===== src/rtl/change_dispense_ctrl.sv =====
// ---------------------------------------------------------------------------
// change_dispense_ctrl
//
// Coin-change sequencer for the ticket machine dispenser. Takes a change
// amount, then requests one coin at a time (largest denomination that fits
// and is in stock), waiting for a per-coin acknowledge. Keeps per-tube
// stock counts and reports an error when change cannot be completed.
//
// Optional build macro: ACK_TIMEOUT_EN
//   defined   : an ack watchdog in ISSUE declares a jam after ACK_TIMEOUT
//               cycles without coin_ack (goes to ERR, nothing deducted).
//   undefined : ISSUE waits for coin_ack indefinitely, no watchdog logic.
//
// Ports
//   clk         in   system clock, rising edge
//   rst         in   asynchronous reset, active low
//   start       in   pulse: begin dispensing `amount`
//   amount      in   [7:0] change value (yuan), sampled on start
//   abort       in   pulse: cancel the running transaction
//   stock_load  in   pulse: load all stock counters from stock_val
//   stock_val   in   [4*STOCK_W-1:0] {n50,n10,n5,n1}, n1 in LSBs
//   coin_ack    in   dispenser ejected the requested coin
//   qian50/10/5/1 out coin request lines, registered, at most one high
//   busy        out  transaction in progress (not IDLE/ERR)
//   done        out  one-cycle pulse on full delivery
//   err         out  error (stock exhausted or jam), held until start/abort
//   remaining   out  [7:0] undelivered change value
//   stock       out  [4*STOCK_W-1:0] stock counters, same packing as stock_val
// ---------------------------------------------------------------------------
module change_dispense_ctrl #(
   parameter int STOCK_W     = 6,
   parameter int ACK_TIMEOUT = 15
) (
   input  logic                   clk,
   input  logic                   rst,
   input  logic                   start,
   input  logic [7:0]             amount,
   input  logic                   abort,
   input  logic                   stock_load,
   input  logic [4*STOCK_W-1:0]   stock_val,
   input  logic                   coin_ack,
   output logic                   qian50,
   output logic                   qian10,
   output logic                   qian5,
   output logic                   qian1,
   output logic                   busy,
   output logic                   done,
   output logic                   err,
   output logic [7:0]             remaining,
   output logic [4*STOCK_W-1:0]   stock
);

   typedef enum logic [2:0] {
      S_IDLE,
      S_SELECT,
      S_ISSUE,
      S_GAP,
      S_DONE,
      S_ERR
   } state_t;

   state_t                     r_state;
   state_t                     w_next;

   // Tube index 0..3 = 1, 5, 10, 50 yuan; matches the stock_val packing.
   logic [3:0][STOCK_W-1:0]    r_stock;
   logic [7:0]                 r_rem;
   logic [1:0]                 r_sel;
   logic [3:0]                 r_qian;
   logic                       r_busy;
   logic                       r_done;
   logic                       r_err;

   logic [1:0]                 w_sel;
   logic                       w_sel_ok;
   logic [1:0]                 w_issue_idx;
   logic [3:0]                 w_qian_nx;
   logic                       w_accept;
   logic                       w_ack_take;
   logic                       w_load_take;

   function automatic logic [7:0] den(input logic [1:0] idx);
      case (idx)
         2'd0:    den = 8'd1;
         2'd1:    den = 8'd5;
         2'd2:    den = 8'd10;
         default: den = 8'd50;
      endcase
   endfunction

   // start/stock_load are only honoured when no transaction is running.
   assign w_accept    = (r_state == S_IDLE) || (r_state == S_ERR);
   assign w_load_take = stock_load && w_accept;
   // An ack in ISSUE always counts, even alongside abort.
   assign w_ack_take  = (r_state == S_ISSUE) && coin_ack;

   // Largest denomination that fits the remainder and has a coin in its tube.
   always_comb begin
      w_sel    = 2'd0;
      w_sel_ok = 1'b0;
      for (int i = 0; i < 4; i++) begin
         if ((den(2'(i)) <= r_rem) && (r_stock[i] != '0)) begin
            w_sel    = 2'(i);
            w_sel_ok = 1'b1;
         end
      end
   end

`ifdef ACK_TIMEOUT_EN
   localparam int TW = $clog2(ACK_TIMEOUT + 1);
   logic [TW-1:0] r_tmo;
   logic          w_tmo_hit;

   // Hit on the cycle whose missing ack would bring the count to ACK_TIMEOUT,
   // so the request line is high for exactly ACK_TIMEOUT cycles.
   assign w_tmo_hit = (r_state == S_ISSUE) && !coin_ack &&
                      (r_tmo == TW'(ACK_TIMEOUT - 1));

   always_ff @(posedge clk or negedge rst) begin
      if (!rst) begin
         r_tmo <= '0;
      end else if (r_state != S_ISSUE) begin
         r_tmo <= '0;
      end else if (!coin_ack) begin
         r_tmo <= r_tmo + TW'(1);
      end
   end
`endif

   // Next-state logic
   always_comb begin
      w_next = r_state;
      case (r_state)
         S_IDLE: begin
            if (start) w_next = (amount == 8'd0) ? S_DONE : S_SELECT;
         end
         S_SELECT: begin
            if (abort)               w_next = S_IDLE;
            else if (r_rem == 8'd0)  w_next = S_DONE;
            else if (w_sel_ok)       w_next = S_ISSUE;
            else                     w_next = S_ERR;
         end
         S_ISSUE: begin
            if (abort)               w_next = S_IDLE;
            else if (coin_ack)       w_next = S_GAP;
`ifdef ACK_TIMEOUT_EN
            else if (w_tmo_hit)      w_next = S_ERR;
`endif
         end
         S_GAP: begin
            w_next = abort ? S_IDLE : S_SELECT;
         end
         S_DONE: begin
            w_next = S_IDLE;
         end
         S_ERR: begin
            if (start)               w_next = (amount == 8'd0) ? S_DONE : S_SELECT;
            else if (abort)          w_next = S_IDLE;
         end
         default: w_next = S_IDLE;
      endcase
   end

   // Request line for the coming cycle: newly chosen tube when entering
   // ISSUE from SELECT, otherwise the latched choice while still waiting.
   always_comb begin
      w_issue_idx = (r_state == S_SELECT) ? w_sel : r_sel;
      w_qian_nx   = 4'b0000;
      if (w_next == S_ISSUE) w_qian_nx[w_issue_idx] = 1'b1;
   end

   always_ff @(posedge clk or negedge rst) begin
      if (!rst) begin
         r_state <= S_IDLE;
         r_sel   <= 2'd0;
         r_qian  <= 4'b0000;
         r_busy  <= 1'b0;
         r_done  <= 1'b0;
         r_err   <= 1'b0;
      end else begin
         r_state <= w_next;
         if ((r_state == S_SELECT) && (w_next == S_ISSUE)) r_sel <= w_sel;
         r_qian  <= w_qian_nx;
         r_busy  <= (w_next != S_IDLE) && (w_next != S_ERR);
         r_done  <= (w_next == S_DONE);
         // err is held for as long as ERR is occupied; start/abort leave it.
         r_err   <= (w_next == S_ERR);
      end
   end

   // Remaining change value
   always_ff @(posedge clk or negedge rst) begin
      if (!rst) begin
         r_rem <= 8'd0;
      end else if (start && w_accept) begin
         r_rem <= amount;
      end else if (w_ack_take) begin
         r_rem <= r_rem - den(r_sel);
      end
   end

   // Stock counters; a load and a deduction can never coincide because
   // loads are refused while busy.
   always_ff @(posedge clk or negedge rst) begin
      if (!rst) begin
         r_stock <= '0;
      end else if (w_load_take) begin
         r_stock <= stock_val;
      end else if (w_ack_take) begin
         r_stock[r_sel] <= r_stock[r_sel] - STOCK_W'(1);
      end
   end

   assign qian1     = r_qian[0];
   assign qian5     = r_qian[1];
   assign qian10    = r_qian[2];
   assign qian50    = r_qian[3];
   assign busy      = r_busy;
   assign done      = r_done;
   assign err       = r_err;
   assign remaining = r_rem;
   assign stock     = r_stock;

endmodule


===== config.mk =====
export PLATFORM = sky130hd
export DESIGN_NAME = change_dispense_ctrl
export DESIGN_NICKNAME = d
export VERILOG_FILES = /design/src/rtl/change_dispense_ctrl.sv
export SDC_FILE = /design/constraint.sdc
export NUM_CORES = 1
export LEC_CHECK = 0
export BUFFER_PORTS_ARGS = -buffer_cell sky130_fd_sc_hd__clkbuf_2
export CELL_PAD_IN_SITES_DETAIL_PLACEMENT = 2
export CELL_PAD_IN_SITES_GLOBAL_PLACEMENT = 2
export CORE_AREA = 2 2 93 95
export CTS_BUF_LIST = sky130_fd_sc_hd__clkbuf_4 sky130_fd_sc_hd__clkbuf_8
export DETAILED_ROUTE_END_ITERATION = 8
export DIE_AREA = 0 0 95 97
export PLACE_DENSITY_LB_ADDON = 0.1
export REMOVE_ABC_BUFFERS = 1
export SLEW_MARGIN = 5
export SYNTH_ARGS = -nofsm -noshare
export SYNTH_HDL_FRONTEND = slang
export SYNTH_SLANG_ARGS = --single-unit

===== constraint.sdc =====
create_clock -name clk -period 3.3 [get_ports clk]
set_clock_uncertainty 0.2 [all_clocks]
set_input_delay 0.66 -clock clk [delete_from_list [all_inputs] [get_ports clk]]
set_output_delay 0.66 -clock clk [all_outputs]
set_load 0.02 [all_outputs]

# == Word level (Yosys, flattened, before mapping) ==
# Cells that the tools add are included.
# word_totals
register_bits,44
input_bits,38
output_inout_bits,39
word_cells,88
# op_classes
n_addsub,2
order_cmp,8
n_eq_ne,10
muxes,34
n_reduce_logical,23
# ops
cell,count
24-bit two-way mux,2
8-bit two-way mux,4
3-bit two-way mux,9
24-bit bitwise mux,1
6-bit nonzero test,4
6-bit one-hot mux with 3 select lines,1
8-bit logical NOT,2
3-bit one-hot mux with 5 select lines,1
6-bit binary-select mux with 2-bit select,1
6-bit demux with 2-bit select,1
6-bit two-way mux,2
1-bit logical AND,11
"3-bit by 2-bit equality test with 1-bit output, second input constant",3
"3-bit equality test, second input constant",3
"1-bit by 8-bit less-or-equal comparator with 1-bit output, first input constant",1
"3-bit by 8-bit less-or-equal comparator with 1-bit output, first input constant",1
"4-bit by 8-bit less-or-equal comparator with 1-bit output, first input constant",1
"6-bit by 8-bit less-or-equal comparator with 1-bit output, first input constant",1
8-bit subtractor,1
1-bit two-way mux,7
"2-bit by 3-bit less-than comparator with 1-bit output, second input constant",2
2-bit two-way mux,3
"6-bit by 1-bit subtractor with 6-bit output, second input constant",1
"2-bit by 1-bit greater-or-equal comparator with 1-bit output, second input constant",2
other kinds (11),12

# == Depth between registers and ports, before layout ==
# logic_depth
depth_word,12
depth_mapped,11
depth_no_buf,10

# == Worst setup path before layout ==
# Ideal clock, no wire load.
# synth_path
path_kind,register to register
from,register r_sel[1]
to,register r_rem[6] (netlist: remaining[6])
setup_time_ps,126
arrival_time_ps,2185
required_ps,2974
setup_slack_ps,789
stages_incl_launch_ff,12
path_buffers,1
synth_period_minus_slack_ps,2511
path_cell_list,dfrtp_1 > clkbuf_1 > inv_1 > ha_1 > inv_1 > fa_1 > a21o_1 > a21oi_1 > o21bai_1 > a21oi_1 > o21bai_1 > a221o_1
# synth_between
elab_chain_cells,7
elab_cells_between_ends,9
cone_classes,add/sub (1); eq/ne (2); mux (5); reduce/logical (1)
# synth_lines
item,line_no,text
start: declaration,68,logic [1:0] r_sel;
start signal: assignment,182,if ((r_state == S_SELECT) && (w_next == S_ISSUE)) r_sel <= w_sel;
"2-bit equality test, or another cell as far along",83,case (idx)
6-bit one-hot mux with 3 select lines (*),83,
8-bit two-way mux (*),197,end else if (w_ack_take) begin
8-bit two-way mux (*),195,end else if (start && w_accept) begin
8-bit subtractor (*),198,r_rem <= r_rem - den(r_sel);
8-bit two-way mux (*),197,
8-bit two-way mux (*),195,
end signal: assignment,196,r_rem <= amount;
end signal: assignment,198,
end: declaration,67,logic [7:0] r_rem;
# Mark *: on every way between the ends. The rest lies on a longest branch, timed or not. The select of a mux whose other input is x is not followed.
# A chain may end at the register's enable or synchronous reset.

# == Worst setup path in the final report ==
# layout_path
from,register r_sel[0]
to,register r_stock (netlist bit stock[17])
# layout_between
elab_chain_cells,7
elab_cells_between_ends,11
cone_classes,add/sub (1); order compare (2); mux (7); reduce/logical (1)
# layout_lines
item,line_no,text
branches (longest 4 deep; another with 6-bit by 1-bit subtractor with 6-bit output),n/a,
24-bit bitwise mux (*),210,r_stock[r_sel] <= r_stock[r_sel] - STOCK_W'(1);
24-bit two-way mux (*),209,end else if (w_ack_take) begin
24-bit two-way mux (*),207,end else if (w_load_take) begin
end signal: assignment,208,r_stock <= stock_val;
end signal: indexed assignment,210,
end: declaration,66,logic [3:0][STOCK_W-1:0] r_stock;
# Mark *: on every way between the ends. The select of a mux whose other input is x is not followed.

==> results.yml <==
timing:
  rsz0062_at_grt: "false"
  period_share: 0.828
  worst_pin_slew_ns: 0.601
  setup_viol: 0
  hold_viol_final: 0
  fin_crit_ns: 2.73
  fin_setup_tns_ns: 0
  maxSlewHeadroom: 0.599
  clock.fmax_mhz: 366
  slew_violations: 0
  setup_ws_ns: 0.569
synthesis:
  synth_cell_type_count: 51
  syn_avg_cell_area_um2: 9.87
  synth-edff-count: 0
  ys_seq_area_frac: 0.426
  synth_top_family_by_area: "compound AO/OA/AOI/OAI gates"
  synthSimpleGateAreaFrac: 0.172
  ys_ff_latch: 44
  synthesis.area_mm2: 0.00258
  ys.flop_type: "dfrtp_1"
  synthXorXnorAreaFrac: 0.0237
  synthMuxAreaShare: 0.0552
  synth_compound_area_frac: 0.249
  synth_top_area_cell: "dfrtp_1"
  ys_top_cells_by_area: "dfrtp_1 43%, a22oi_1 6.7%, a221o_1 4.6%"
  syn_inst: 262
  synth_warnings: 0
  synth-adder-area-share: 0.0416
  async_flop_share: 1.00
  synth_top_area_share: 0.426
placement:
  dp.cells: 438
  placed_cell_area_mm2: 0.00309
  gp_congestion: 0.770
  pre_cts_slack_ns: 0.547
  hpwl_um: 6940
  portBuffers: 76
critical_path:
  r2r_start: "r_sel[0]"
  path_cells: "mux4_1 > or3_4 > nor3_4 > xnor2_1 > o21ai_1"
  worst-path-buf-inv: 0
  critPathKind: "reg -> reg"
  cp-endpoint: "stock[17]"
  slowest_delay_ns: 0.73
  startpoint_type: "register"
  critPathLaunch: "r_sel[0]"
  crit_family: "flip-flops"
  arrival_ns: 2.71
  reg2regPathDepth: 5
  crit_path_end_kind: "register"
  crit_fanout: 14
  timing.rr.end: "stock[17]"
  crit_cells: 5
  worstPathRequired_ns: 3.28
  ff2ff_setup_slack_ns: 0.57
  cp_slowest_cell: "dfrtp_1"
clock_tree:
  clock-sinks: 44
  path_clk_slew_ns: 0.09
  cts_tree: "built"
  post_cts_resized: 0
  post_cts_buffers: 0
  hold_buffers: 0
  htree_levels: 2
  root_buffer: "clkbuf_8"
  cts_buffers: 5
  clk-insertion-delay-late_ns: 0.30
  clockBufferDepth: 2
cells_and_area:
  layout_commonest_cell: "clkbuf_2"
  stdcell_count: 446
  area_growth_pct: 24.4
  nNetsFinal: 386
  insertedDiodeCount: 0
  final_util: 0.395
  final_cell_mix: "76 x clkbuf_2, 44 x dfrtp_1, 25 x nor2_1"
  layout-drive-gt1-share: 0.282
  stdcell_area_mm2: 0.00322
power_and_ir_drop:
  comb_power_share: 0.586
  power.switching_w: 0.00194
  powerDensity_mw_per_mm2: 1200
  p_sw_frac: 0.503
  seqPwrFrac: 0.292
  p_leak_nw: 1.49
  pwr-share-clk: 0.122
  vdd_drop_max_mv: 0.367
  internal_power_w: 0.00192
floorplanning:
  ioPinCount: 77
  start_util: 0.318
  num_rows: 33
  fp.dieW_um: 95
  die_h_um: 97
  die_area_mm2: 0.00922
  core_area_mm2: 0.00813
route:
  wl_um: 8850
  firstDrtPassIters: 4
  drt_iter0_drc: 106
  wl_per_cell_um: 19.8
  vias: 2474
  avgViaCountPerCell: 5.55
  drc: 0
  ant_nets: 0
global_route:
  grt_max_degree: 45
  gr-total-overflow: 0
  grt_pass1_vias: 2631
  grt_pass1_wl_um: 14600
  antenna_found_initial: 0
  grt_util_all_layers: 0.203
job:
  cap_violations: 0
status:
  outcome: "complete, no violations"
worst_hold_path:
  hold_class: "in -> async"
metrics by stage:
stage	power, W	hold slack [ns]
2_1_floorplan	0.00258	0.164
3_3_place_gp	0.00333	0.362
3_5_place_dp	0.00339	0.370
4_1_cts	0.00389	0.262
5_1_grt	0.00418	0.290
6_report	0.00385	0.239
worst register-to-register path, cell delays in order (launching register included):
cell	delay (ns)
dfrtp_1	0.73
mux4_1	0.71
or3_4	0.39
nor3_4	0.20
xnor2_1	0.24
o21ai_1	0.14
per-layer routing:
layer,GRT usage,wire length [um],part of all wire,vias up
li1,-,-,-,1156
met4,0.0435,73,0.0082,0
met1,0.295,4270,0.48,1256
met5,0,0,0,-
met3,0.0257,307,0.035,5
met2,0.322,4200,0.47,57
final cells by class:
class | instances | area (um2)
Multi-Input combinational cell | 197 | 1400
Sequential cell | 44 | 1100
Fill cell | 940 | 4920
Clock buffer | 7 | 96.3
Clock inverter | 1 | 30.0
Timing Repair Buffer | 80 | 410
Inverter | 12 | 45.0
Tap cell | 105 | 131
sequential cells by signal, indices dropped and copies added, names as in the netlist:
name and count:
busy 1, done 1, err 1, r_qian 4
r_sel 2, r_state 3, remaining 8, stock 24
worst min path at each step:
stage / from / end / slack, ns
global route: rst / stock[13] / 0.29
CTS: rst / stock[18] / 0.26
detailed placement: stock[7] / stock[7] / 0.37
global placement: stock[7] / stock[7] / 0.36
floorplan: rst / busy / 0.16
finish: rst / stock[20] / 0.24
power groups by stage:
stage          Combinational, W  Sequential, W  Clock, W
5_1_grt                 0.00252        0.00117  0.000497
3_5_place_dp            0.00226        0.00113         0
3_3_place_gp            0.00220        0.00113         0
4_1_cts                 0.00228        0.00113  0.000481
6_report                0.00226        0.00113  0.000469
2_1_floorplan           0.00130        0.00128         0
cells by family after synthesis:
kind of cell	count (synthesis)
DFF	44
AOI/OAI and AO/OA	92
adders and majority gates	8
muxes	6
xor gates and xnor gates	7
and+or+nand+nor	84
buffers and inverters	21
synth_stat cells (4+ instances only):
cell	instances
nor2_1	25
a21o_1	4
o21ai_0	8
a21oi_1	8
nand2_1	13
ha_1	7
nor2b_1	6
a22oi_1	23
xnor2_1	5
clkbuf_1	4
inv_1	12
nor4_1	6
mux4_2	4
nand3_1	4
a221o_1	12
o21ai_1	16
dfrtp_1	44
nor3_1	10
No activity file was read; power rests on OpenSTA's default activity.
